===== src/rtl/timing_ctrl_seq_pkg.sv =====
// Shared types and defaults for the minor-cycle timing control sequencer.
// Mode and state encodings are used by the sequencer and its neighbours.
package edsac_timing_pkg;

  localparam int MC_LEN_DEFAULT   = 36;
  localparam int STEP_MAX_DEFAULT = 35;

  typedef enum logic [1:0] {
    MODE_MUL,
    MODE_SHR,
    MODE_SHL
  } mode_e;

  typedef enum logic [1:0] {
    ST_IDLE,
    ST_WAIT,
    ST_PH_A,
    ST_PH_B
  } state_e;

  // Multiply wins over shift; direction only matters for shifts.
  function automatic mode_e decode_mode(input logic c5, input logic shift_left);
    if (c5)
      return MODE_MUL;
    else if (shift_left)
      return MODE_SHL;
    else
      return MODE_SHR;
  endfunction

endpackage


===== src/rtl/timing_ctrl_seq_if.sv =====
// Order/status and timing-pulse bundle between main control and the sequencer.
interface timing_ctrl_seq_if
  import edsac_timing_pkg::*;
#(
  parameter int MC_LEN   = MC_LEN_DEFAULT,
  parameter int STEP_MAX = STEP_MAX_DEFAULT
);

  localparam int CW = $clog2(STEP_MAX + 1);
  localparam int DW = $clog2(MC_LEN);

  logic          zero_d0;
  logic          c5;
  logic          c6;
  logic          shift_left;
  logic [CW-1:0] step_count;
  logic          d35;

  logic [DW-1:0] digit;
  logic          dx;
  logic          da;
  logic          dy;
  logic          g2_pos;
  logic          g2_neg;
  logic          shl;
  logic          seventy_d35;
  logic [CW-1:0] step_idx;
  logic          busy;
  logic          done;

  modport master (
    output zero_d0, c5, c6, shift_left, step_count, d35,
    input  digit, dx, da, dy, g2_pos, g2_neg, shl, seventy_d35,
           step_idx, busy, done
  );

  modport slave (
    input  zero_d0, c5, c6, shift_left, step_count, d35,
    output digit, dx, da, dy, g2_pos, g2_neg, shl, seventy_d35,
           step_idx, busy, done
  );

endinterface


===== src/rtl/timing_ctrl_seq_digit_counter.sv =====
// Free-running mod-MC_LEN pulse-interval counter with wrap flag and look-ahead.
module digit_counter #(
  parameter int MC_LEN = 36
) (
  input  logic                      clk,
  input  logic                      rst,
  output logic [$clog2(MC_LEN)-1:0] digit,
  output logic [$clog2(MC_LEN)-1:0] digit_nxt,
  output logic                      wrap
);

  localparam int DW = $clog2(MC_LEN);

  assign wrap      = (digit == DW'(MC_LEN - 1));
  assign digit_nxt = wrap ? '0 : digit + 1'b1;

  always_ff @(posedge clk or posedge rst) begin
    if (rst)
      digit <= '0;
    else
      digit <= digit_nxt;
  end

endmodule


===== src/rtl/timing_ctrl_seq.sv =====
// Step sequencer generating dx/da/dy test pulses and the g2 gate for
// multiply and shift orders, one PH_A/PH_B minor-cycle pair per step.
module timing_ctrl_seq
  import edsac_timing_pkg::*;
#(
  parameter int MC_LEN   = MC_LEN_DEFAULT,
  parameter int STEP_MAX = STEP_MAX_DEFAULT,
  parameter int CW       = $clog2(STEP_MAX + 1)
) (
  input  logic               clk,
  input  logic               rst,
  timing_ctrl_seq_if.slave   bus
);

  localparam int DW = $clog2(MC_LEN);

  if (MC_LEN < 2 || STEP_MAX < 1 || STEP_MAX > MC_LEN - 1) begin : g_bad_params
    $error("timing_ctrl_seq: need MC_LEN >= 2 and 1 <= STEP_MAX <= MC_LEN-1");
  end

  logic [DW-1:0] digit;
  logic [DW-1:0] digit_nxt;
  logic          wrap;

  digit_counter #(.MC_LEN(MC_LEN)) u_digit (
    .clk       (clk),
    .rst       (rst),
    .digit     (digit),
    .digit_nxt (digit_nxt),
    .wrap      (wrap)
  );

  state_e        state, state_d;
  mode_e         mode, mode_d;
  logic [CW-1:0] s_q, s_d;
  logic [CW-1:0] n_q, n_d;
  logic          done_d;
  logic          start;
  logic [CW-1:0] n_clamp;
  logic [DW-1:0] s_ext;

  logic dx_q, da_q, dy_q, g2p_q, g2n_q, shl_q, seventy_q, busy_q, done_q;

  assign start   = (state == ST_IDLE) && (digit == '0) && bus.zero_d0 && (bus.c5 || bus.c6);
  assign n_clamp = (bus.step_count > CW'(STEP_MAX)) ? CW'(STEP_MAX) : bus.step_count;
  assign s_ext   = DW'(s_d);

  always_comb begin
    state_d = state;
    mode_d  = mode;
    s_d     = s_q;
    n_d     = n_q;
    done_d  = 1'b0;
    unique case (state)
      ST_IDLE: begin
        if (start) begin
          state_d = ST_WAIT;
          mode_d  = decode_mode(bus.c5, bus.shift_left);
          n_d     = bus.c5 ? CW'(STEP_MAX) : n_clamp;
          s_d     = '0;
        end
      end
      ST_WAIT: begin
        if (wrap) begin
          if (n_q == '0) begin
            state_d = ST_IDLE;
            done_d  = 1'b1;
          end else begin
            state_d = ST_PH_A;
            s_d     = '0;
          end
        end
      end
      ST_PH_A: begin
        if (wrap)
          state_d = ST_PH_B;
      end
      ST_PH_B: begin
        if (wrap) begin
          if (s_q + 1'b1 == n_q) begin
            state_d = ST_IDLE;
            done_d  = 1'b1;
          end else begin
            state_d = ST_PH_A;
            s_d     = s_q + 1'b1;
          end
        end
      end
      default: state_d = ST_IDLE;
    endcase
  end

  // Outputs are registered from next-state/next-digit so they line up with
  // the cycle in which the state and digit actually hold those values.
  always_ff @(posedge clk or posedge rst) begin
    if (rst) begin
      state     <= ST_IDLE;
      mode      <= MODE_MUL;
      s_q       <= '0;
      n_q       <= '0;
      dx_q      <= 1'b0;
      da_q      <= 1'b0;
      dy_q      <= 1'b0;
      g2p_q     <= 1'b0;
      g2n_q     <= 1'b1;
      shl_q     <= 1'b0;
      seventy_q <= 1'b0;
      busy_q    <= 1'b0;
      done_q    <= 1'b0;
    end else begin
      state     <= state_d;
      mode      <= mode_d;
      s_q       <= s_d;
      n_q       <= n_d;
      dx_q      <= (state_d == ST_PH_A) && (mode_d == MODE_MUL) && (digit_nxt == s_ext);
      da_q      <= (state_d == ST_PH_B) && (digit_nxt == s_ext);
      dy_q      <= (state_d == ST_PH_B) && (digit_nxt == s_ext + 1'b1);
      g2p_q     <= (state_d == ST_PH_A);
      g2n_q     <= (state_d != ST_PH_A);
      shl_q     <= (state_d != ST_IDLE) && (mode_d == MODE_SHL);
      seventy_q <= (state_d == ST_PH_A) && (digit_nxt == '0);
      busy_q    <= (state_d != ST_IDLE);
      done_q    <= done_d;
    end
  end

  assign bus.digit       = digit;
  assign bus.dx          = dx_q;
  assign bus.da          = da_q;
  assign bus.dy          = dy_q;
  assign bus.g2_pos      = g2p_q;
  assign bus.g2_neg      = g2n_q;
  assign bus.shl         = shl_q;
  assign bus.seventy_d35 = seventy_q & bus.d35;
  assign bus.step_idx    = s_q;
  assign bus.busy        = busy_q;
  assign bus.done        = done_q;

endmodule


===== src/flat_wrapper.sv =====
// flat-port wrapper written by rule: the top's interface ports become plain ports
module timing_ctrl_seq_flat import edsac_timing_pkg::*;
#(
  parameter int MC_LEN   = MC_LEN_DEFAULT,
  parameter int STEP_MAX = STEP_MAX_DEFAULT,
  parameter int CW       = $clog2(STEP_MAX + 1)
)
  (clk, rst, bus_zero_d0, bus_c5, bus_c6, bus_shift_left, bus_step_count, bus_d35, bus_digit, bus_dx, bus_da, bus_dy, bus_g2_pos, bus_g2_neg, bus_shl, bus_seventy_d35, bus_step_idx, bus_busy, bus_done);
  timing_ctrl_seq_if #(.MC_LEN(MC_LEN), .STEP_MAX(STEP_MAX)) bus_i ();
  input  logic clk;
  input  logic rst;
  input wire logic [$bits(bus_i.zero_d0)-1:0] bus_zero_d0;
  input wire logic [$bits(bus_i.c5)-1:0] bus_c5;
  input wire logic [$bits(bus_i.c6)-1:0] bus_c6;
  input wire logic [$bits(bus_i.shift_left)-1:0] bus_shift_left;
  input wire logic [$bits(bus_i.step_count)-1:0] bus_step_count;
  input wire logic [$bits(bus_i.d35)-1:0] bus_d35;
  output wire logic [$bits(bus_i.digit)-1:0] bus_digit;
  output wire logic [$bits(bus_i.dx)-1:0] bus_dx;
  output wire logic [$bits(bus_i.da)-1:0] bus_da;
  output wire logic [$bits(bus_i.dy)-1:0] bus_dy;
  output wire logic [$bits(bus_i.g2_pos)-1:0] bus_g2_pos;
  output wire logic [$bits(bus_i.g2_neg)-1:0] bus_g2_neg;
  output wire logic [$bits(bus_i.shl)-1:0] bus_shl;
  output wire logic [$bits(bus_i.seventy_d35)-1:0] bus_seventy_d35;
  output wire logic [$bits(bus_i.step_idx)-1:0] bus_step_idx;
  output wire logic [$bits(bus_i.busy)-1:0] bus_busy;
  output wire logic [$bits(bus_i.done)-1:0] bus_done;
  assign bus_i.zero_d0 = bus_zero_d0;
  assign bus_i.c5 = bus_c5;
  assign bus_i.c6 = bus_c6;
  assign bus_i.shift_left = bus_shift_left;
  assign bus_i.step_count = bus_step_count;
  assign bus_i.d35 = bus_d35;
  assign bus_digit = bus_i.digit;
  assign bus_dx = bus_i.dx;
  assign bus_da = bus_i.da;
  assign bus_dy = bus_i.dy;
  assign bus_g2_pos = bus_i.g2_pos;
  assign bus_g2_neg = bus_i.g2_neg;
  assign bus_shl = bus_i.shl;
  assign bus_seventy_d35 = bus_i.seventy_d35;
  assign bus_step_idx = bus_i.step_idx;
  assign bus_busy = bus_i.busy;
  assign bus_done = bus_i.done;
  timing_ctrl_seq #(.MC_LEN(MC_LEN), .STEP_MAX(STEP_MAX), .CW(CW)) u_core (.clk(clk), .rst(rst), .bus(bus_i));
endmodule

===== config.mk =====
export PLATFORM = sky130hd
export DESIGN_NAME = timing_ctrl_seq_flat
export DESIGN_NICKNAME = d
export VERILOG_FILES = /design/src/rtl/timing_ctrl_seq_pkg.sv /design/src/rtl/timing_ctrl_seq_if.sv /design/src/rtl/timing_ctrl_seq_digit_counter.sv /design/src/rtl/timing_ctrl_seq.sv /design/src/flat_wrapper.sv
export SDC_FILE = /design/constraint.sdc
export NUM_CORES = 1
export LEC_CHECK = 0
export BUFFER_PORTS_ARGS = -buffer_cell sky130_fd_sc_hd__buf_2
export CAP_MARGIN = 25
export CORE_ASPECT_RATIO = 0.6
export CORE_MARGIN = 2
export CORE_UTILIZATION = 30
export CTS_CLUSTER_DIAMETER = 150
export DETAILED_ROUTE_END_ITERATION = 12
export GPL_TIMING_DRIVEN = 0
export HOLD_SLACK_MARGIN = 0.06
export PLACE_DENSITY = 0.51
export REMOVE_ABC_BUFFERS = 1
export SLEW_MARGIN = 20
export SYNTH_ARGS = -nofsm -noshare
export SYNTH_HDL_FRONTEND = slang
export SYNTH_SLANG_ARGS = --single-unit

===== constraint.sdc =====
create_clock -name clk -period 2.6 [get_ports clk]
set_input_delay 0.26 -clock clk [delete_from_list [all_inputs] [get_ports clk]]
set_output_delay 0.26 -clock clk [all_outputs]
set_load 0.05 [all_outputs]

==> impl_summary.log <==
INFO  metric simple_logic_cell_fraction_of_the_synthesized_area = 23.6%
INFO  metric crit_required = around 2800 ps
INFO  metric drc = 0
INFO  metric tritoncts = yes
INFO  metric setup_repair_after_global_routing_missed_its_margin = true
INFO  metric finalCritPeriodShare = 111%
INFO  metric post_synth_edffs = 0
INFO  metric grt_max_degree = 32
INFO  metric fin_util = 44.7%
INFO  metric number_of_antenna_violations_at_the_first_check_in_global_routing = 0
INFO  metric post-dp-hpwl = between 3000 and 4000 um
INFO  metric asyncSetResetFlopFracSynth = 100%
INFO  metric post_synth_xor_area_fraction = 6.96%
INFO  metric max-clock-path-buffers = 2
INFO  metric h-tree-depth = 2
INFO  metric hold_violations = 0
INFO  metric first_global_vias = approximately 1500
INFO  metric route.detailed.vias_per_inst = roughly 5.0
INFO  metric hold_buffers = 0
INFO  metric final-setup-viol-count = 3
INFO  metric internal_pwr_total = a little over 0.9 mW
INFO  metric portBuffers = 33
INFO  metric synth_seq_cells = 31
INFO  metric violations = setup timing
INFO  metric worst_setup_path_start_kind = flip-flop
INFO  metric post_synth_mux_area_share = roughly 1.1%
INFO  metric clock_sinks = 31
INFO  metric cts_inserted_buffers = 5
INFO  metric avgRoutedWirePerCell = 15.6 um
INFO  metric setup_ws = -274 ps
INFO  metric dp_worst_setup_slack = -566 ps
INFO  metric worst-path-max-fanout = 6
INFO  metric synth_cell_type_count = 54
INFO  metric power.share.sequential = 41.6%
INFO  metric grt_remaining_overflow = 0
INFO  metric clk_root_buffer_cell = sky130_fd_sc_hd__clkbuf_8
INFO  metric post_layout_nonfiller_instances = around 350
INFO  metric cp_data_arrival_time = 3070 ps
INFO  metric drt_iter0_drc = 94
INFO  metric run_status = finished with violations
INFO  metric drtPass1Iterations = 4
INFO  metric rrSetupSlack = -270 ps
INFO  metric drv.max_cap_violation_count = 0
INFO  metric fp.dieArea = roughly 0.0070 mm2
INFO  metric synth_top_family_by_area = simple AND/OR/NAND/NOR gates
INFO  metric drtAntennaViolNets = 0
INFO  metric irDropWorstVdd = 0.209 mV
INFO  metric grtUsageMet2 = 20.2%
INFO  metric synthesis.area = around 0.0019 mm2
INFO  metric fmaxAchievable = ~350 MHz
INFO  metric synthCells = between 200 and 250
INFO  metric antenna_cells_inserted = 0
INFO  metric report.final.slew_viol_count = 0
INFO  metric p_leak = between 1 and 1.5 nW
INFO  metric ioPinCount = 34
INFO  metric worstSkewPairLatency = approximately 280 ps
INFO  metric floorplan.core_area = slightly above 0.006 mm2
INFO  metric ys_top_cells_by_area = sky130_fd_sc_hd__dfrtp_1 (40%), sky130_fd_sc_hd__nor2_1 (4.0%), sky130_fd_sc_hd__xnor2_1 (3.7%), sky130_fd_sc_hd__xor2_1 (3.2%), sky130_fd_sc_hd__a21oi_1 (3.2%)
INFO  metric area.growth.synth_to_final = 44.0%
INFO  metric dp_cells = 315
INFO  metric fin_hold_ws = roughly 76 ps
INFO  metric initial_core_util = 31.0%
INFO  metric power_density = between 400 and 500 mW/mm2
INFO  metric timing.max_slew.rel_slack = roughly half
INFO  metric worstSetupEndpointType = flip-flop
INFO  metric drt_wl_total = around 5400 um
INFO  metric synth_area_per_cell = around 9 um2
INFO  metric seq_area_frac_synth = 41.2%
INFO  metric holdCritPathClass = input port to async pin
INFO  metric routabilityCongestion = 0.817
INFO  metric grt_pass1_wl = 8420 um
INFO  metric layout.nets = roughly 280
INFO  metric cts.clk_slew.worst_paths = about 70 ps
INFO  metric critPathKind = flip-flop to flip-flop
INFO  metric synth_commonest_cells = sky130_fd_sc_hd__dfrtp_1 (30), sky130_fd_sc_hd__nor2_1 (20), sky130_fd_sc_hd__inv_1 (14), sky130_fd_sc_hd__a21oi_1 (12), sky130_fd_sc_hd__nand2_1 (12)
INFO  metric tightest_slew = approximately 750 ps
INFO  metric totalNegativeSetupSlack = -634 ps
INFO  metric yosys.area.top_type = sky130_fd_sc_hd__dfrtp_1
INFO  metric yosysWarningCount = 0
INFO  metric synth_compound_area_share = a little under 20%
INFO  metric pwr-share-clk = a little under two fifths
INFO  metric worst_clock_skew = 1.32 ps
INFO  metric power.share.combinational = a little over a fifth
INFO  metric synth-adder-area-share = approximately 2.7%
INFO  metric globalRouteMet3Util = ~4.7%
INFO  metric share_of_the_synthesized_area_in_the_top_cell_type = 39.8%
INFO  metric die_height = ~65 um
INFO  metric grt-busiest-layer = met1
INFO  metric sw_frac_of_total = 30.7%
INFO  metric routed-via-count = between 1500 and 2000
INFO  metric most_frequent_cell_after_synthesis = sky130_fd_sc_hd__dfrtp_1
INFO  metric grtUsageTotal = 15.7%
INFO  metric placementRows = 22
INFO  metric yosys_most_used_dff = sky130_fd_sc_hd__dfrtp_1
INFO  metric gr-usage-met1 = ~25%
INFO  metric final_layout_size_suffix_gt1_share = ~45%
INFO  metric die_x = approximately 110 um
INFO  metric power.switching = 0.411 mW
INFO  metric clock_period_minus_worst_slack = around 2900 ps
sequential cells by signal (all words and copies together) (netlist names):
| signal | count |
|---|---|
| u_core.bus.g2_neg | 1 |
| u_core.bus.busy | 1 |
| u_core.bus.dx | 1 |
| u_core.bus.da | 1 |
| u_core.bus.done | 1 |
| u_core.bus.dy | 1 |
| u_core.bus.g2_pos | 1 |
| u_core.bus.step_idx | 6 |
| u_core.n_q | 6 |
| u_core.seventy_q | 1 |
| u_core.u_digit.digit | 6 |
| u_core.mode | 2 |
| u_core.state | 2 |
| u_core.bus.shl | 1 |
placed cells by master, fill, tap and decap left out, types with 4 or more instances in the layout:
cell and count:
sky130_fd_sc_hd__buf_2 33, sky130_fd_sc_hd__buf_4 21, sky130_fd_sc_hd__dfrtp_1 19, sky130_fd_sc_hd__nor2_1 18
sky130_fd_sc_hd__inv_1 13, sky130_fd_sc_hd__nand2_1 12, sky130_fd_sc_hd__a21oi_1 11, sky130_fd_sc_hd__dfrtp_2 11
sky130_fd_sc_hd__nand3_1 8, sky130_fd_sc_hd__xnor2_1 7, sky130_fd_sc_hd__nor3_1 6, sky130_fd_sc_hd__o21ai_0 6
sky130_fd_sc_hd__clkbuf_8 6, sky130_fd_sc_hd__and3_1 5, sky130_fd_sc_hd__xor2_2 4, sky130_fd_sc_hd__and2_1 4
what timing repair did:
action	4_1_cts	5_1_grt
buffers inserted	12	10
gates cloned	0	0
gates resized for setup	28	31
pin swaps	9	11
setup endpoints to repair	3	3
kinds of logic after synthesis:
group,Yosys count
muxes,2
DFF,31
AOI/OAI and AO/OA,49
xor gates and xnor gates,15
and+or+nand+nor,83
buffers and inverters,21
adders and majority gates,4
final timing paths:
check / startpoint / endpoint / depth (start not counted)
worst max-delay path: u_core.bus.step_idx[1]$_DFF_PP0_ / u_core.bus.dy$_DFF_PP0_ / 11
min in group clk: bus_step_count[4] / u_core.n_q[4]$_DFFE_PP0P_ / 3
max in group asynchronous: rst / u_core.bus.step_idx[2]$_DFF_PP0_ / 2
worst min-delay path: rst / u_core.bus.g2_pos$_DFF_PP0_ / 2
worst min register to register: u_core.mode[0]$_DFF_PP0_ / u_core.mode[0]$_DFF_PP0_ / 1
worst max register to register: u_core.bus.step_idx[1]$_DFF_PP0_ / u_core.bus.dy$_DFF_PP0_ / 11
critical path, cell delays in order (launching register included):
cell and delay [ps]:
sky130_fd_sc_hd__dfrtp_2 460, sky130_fd_sc_hd__ha_4 200, sky130_fd_sc_hd__nand2b_4 160, sky130_fd_sc_hd__o211a_4 150
sky130_fd_sc_hd__o32a_1 360, sky130_fd_sc_hd__buf_4 160, sky130_fd_sc_hd__o32a_1 320, sky130_fd_sc_hd__o31ai_4 130
sky130_fd_sc_hd__o2111ai_4 190, sky130_fd_sc_hd__xnor2_1 150, sky130_fd_sc_hd__or3_1 350, sky130_fd_sc_hd__a211oi_2 170
power by group through the flow:
stage / Sequential, mW / Combinational (mW) / Clock [mW]
global placement: 0.561 / 0.218 / 0
CTS: 0.554 / 0.250 / 0.504
finish: 0.557 / 0.284 / 0.497
global route: 0.564 / 0.306 / 0.543
floorplan: 0.601 / 0.115 / 0
detailed placement: 0.561 / 0.221 / 0
per-stage QoR:
stage                     power (mW)  cell area [um2]
final                           1.34             2720
after global routing            1.41             2720
after CTS                       1.31             2460
after detailed placement       0.781             2130
after global placement         0.779             2120
after floorplan                0.717             1850
routing by layer:
layer | vias up | share of wire [%]
met2 | 50 | 40
li1 | 848 | -
met5 | - | 0
met4 | 0 | 0.28
met3 | 2 | 5.8
met1 | 812 | 54
area by class of cell:
class	instances	area [um2]
fill	590	3370
multi-input combinational	153	1320
sequential	31	791
timing repair buffer	55	334
tap	84	105
clock buffer	6	82.6
inverter	14	52.6
clock inverter	2	35.0
Note: power is estimated with default switching activity, not from simulation.
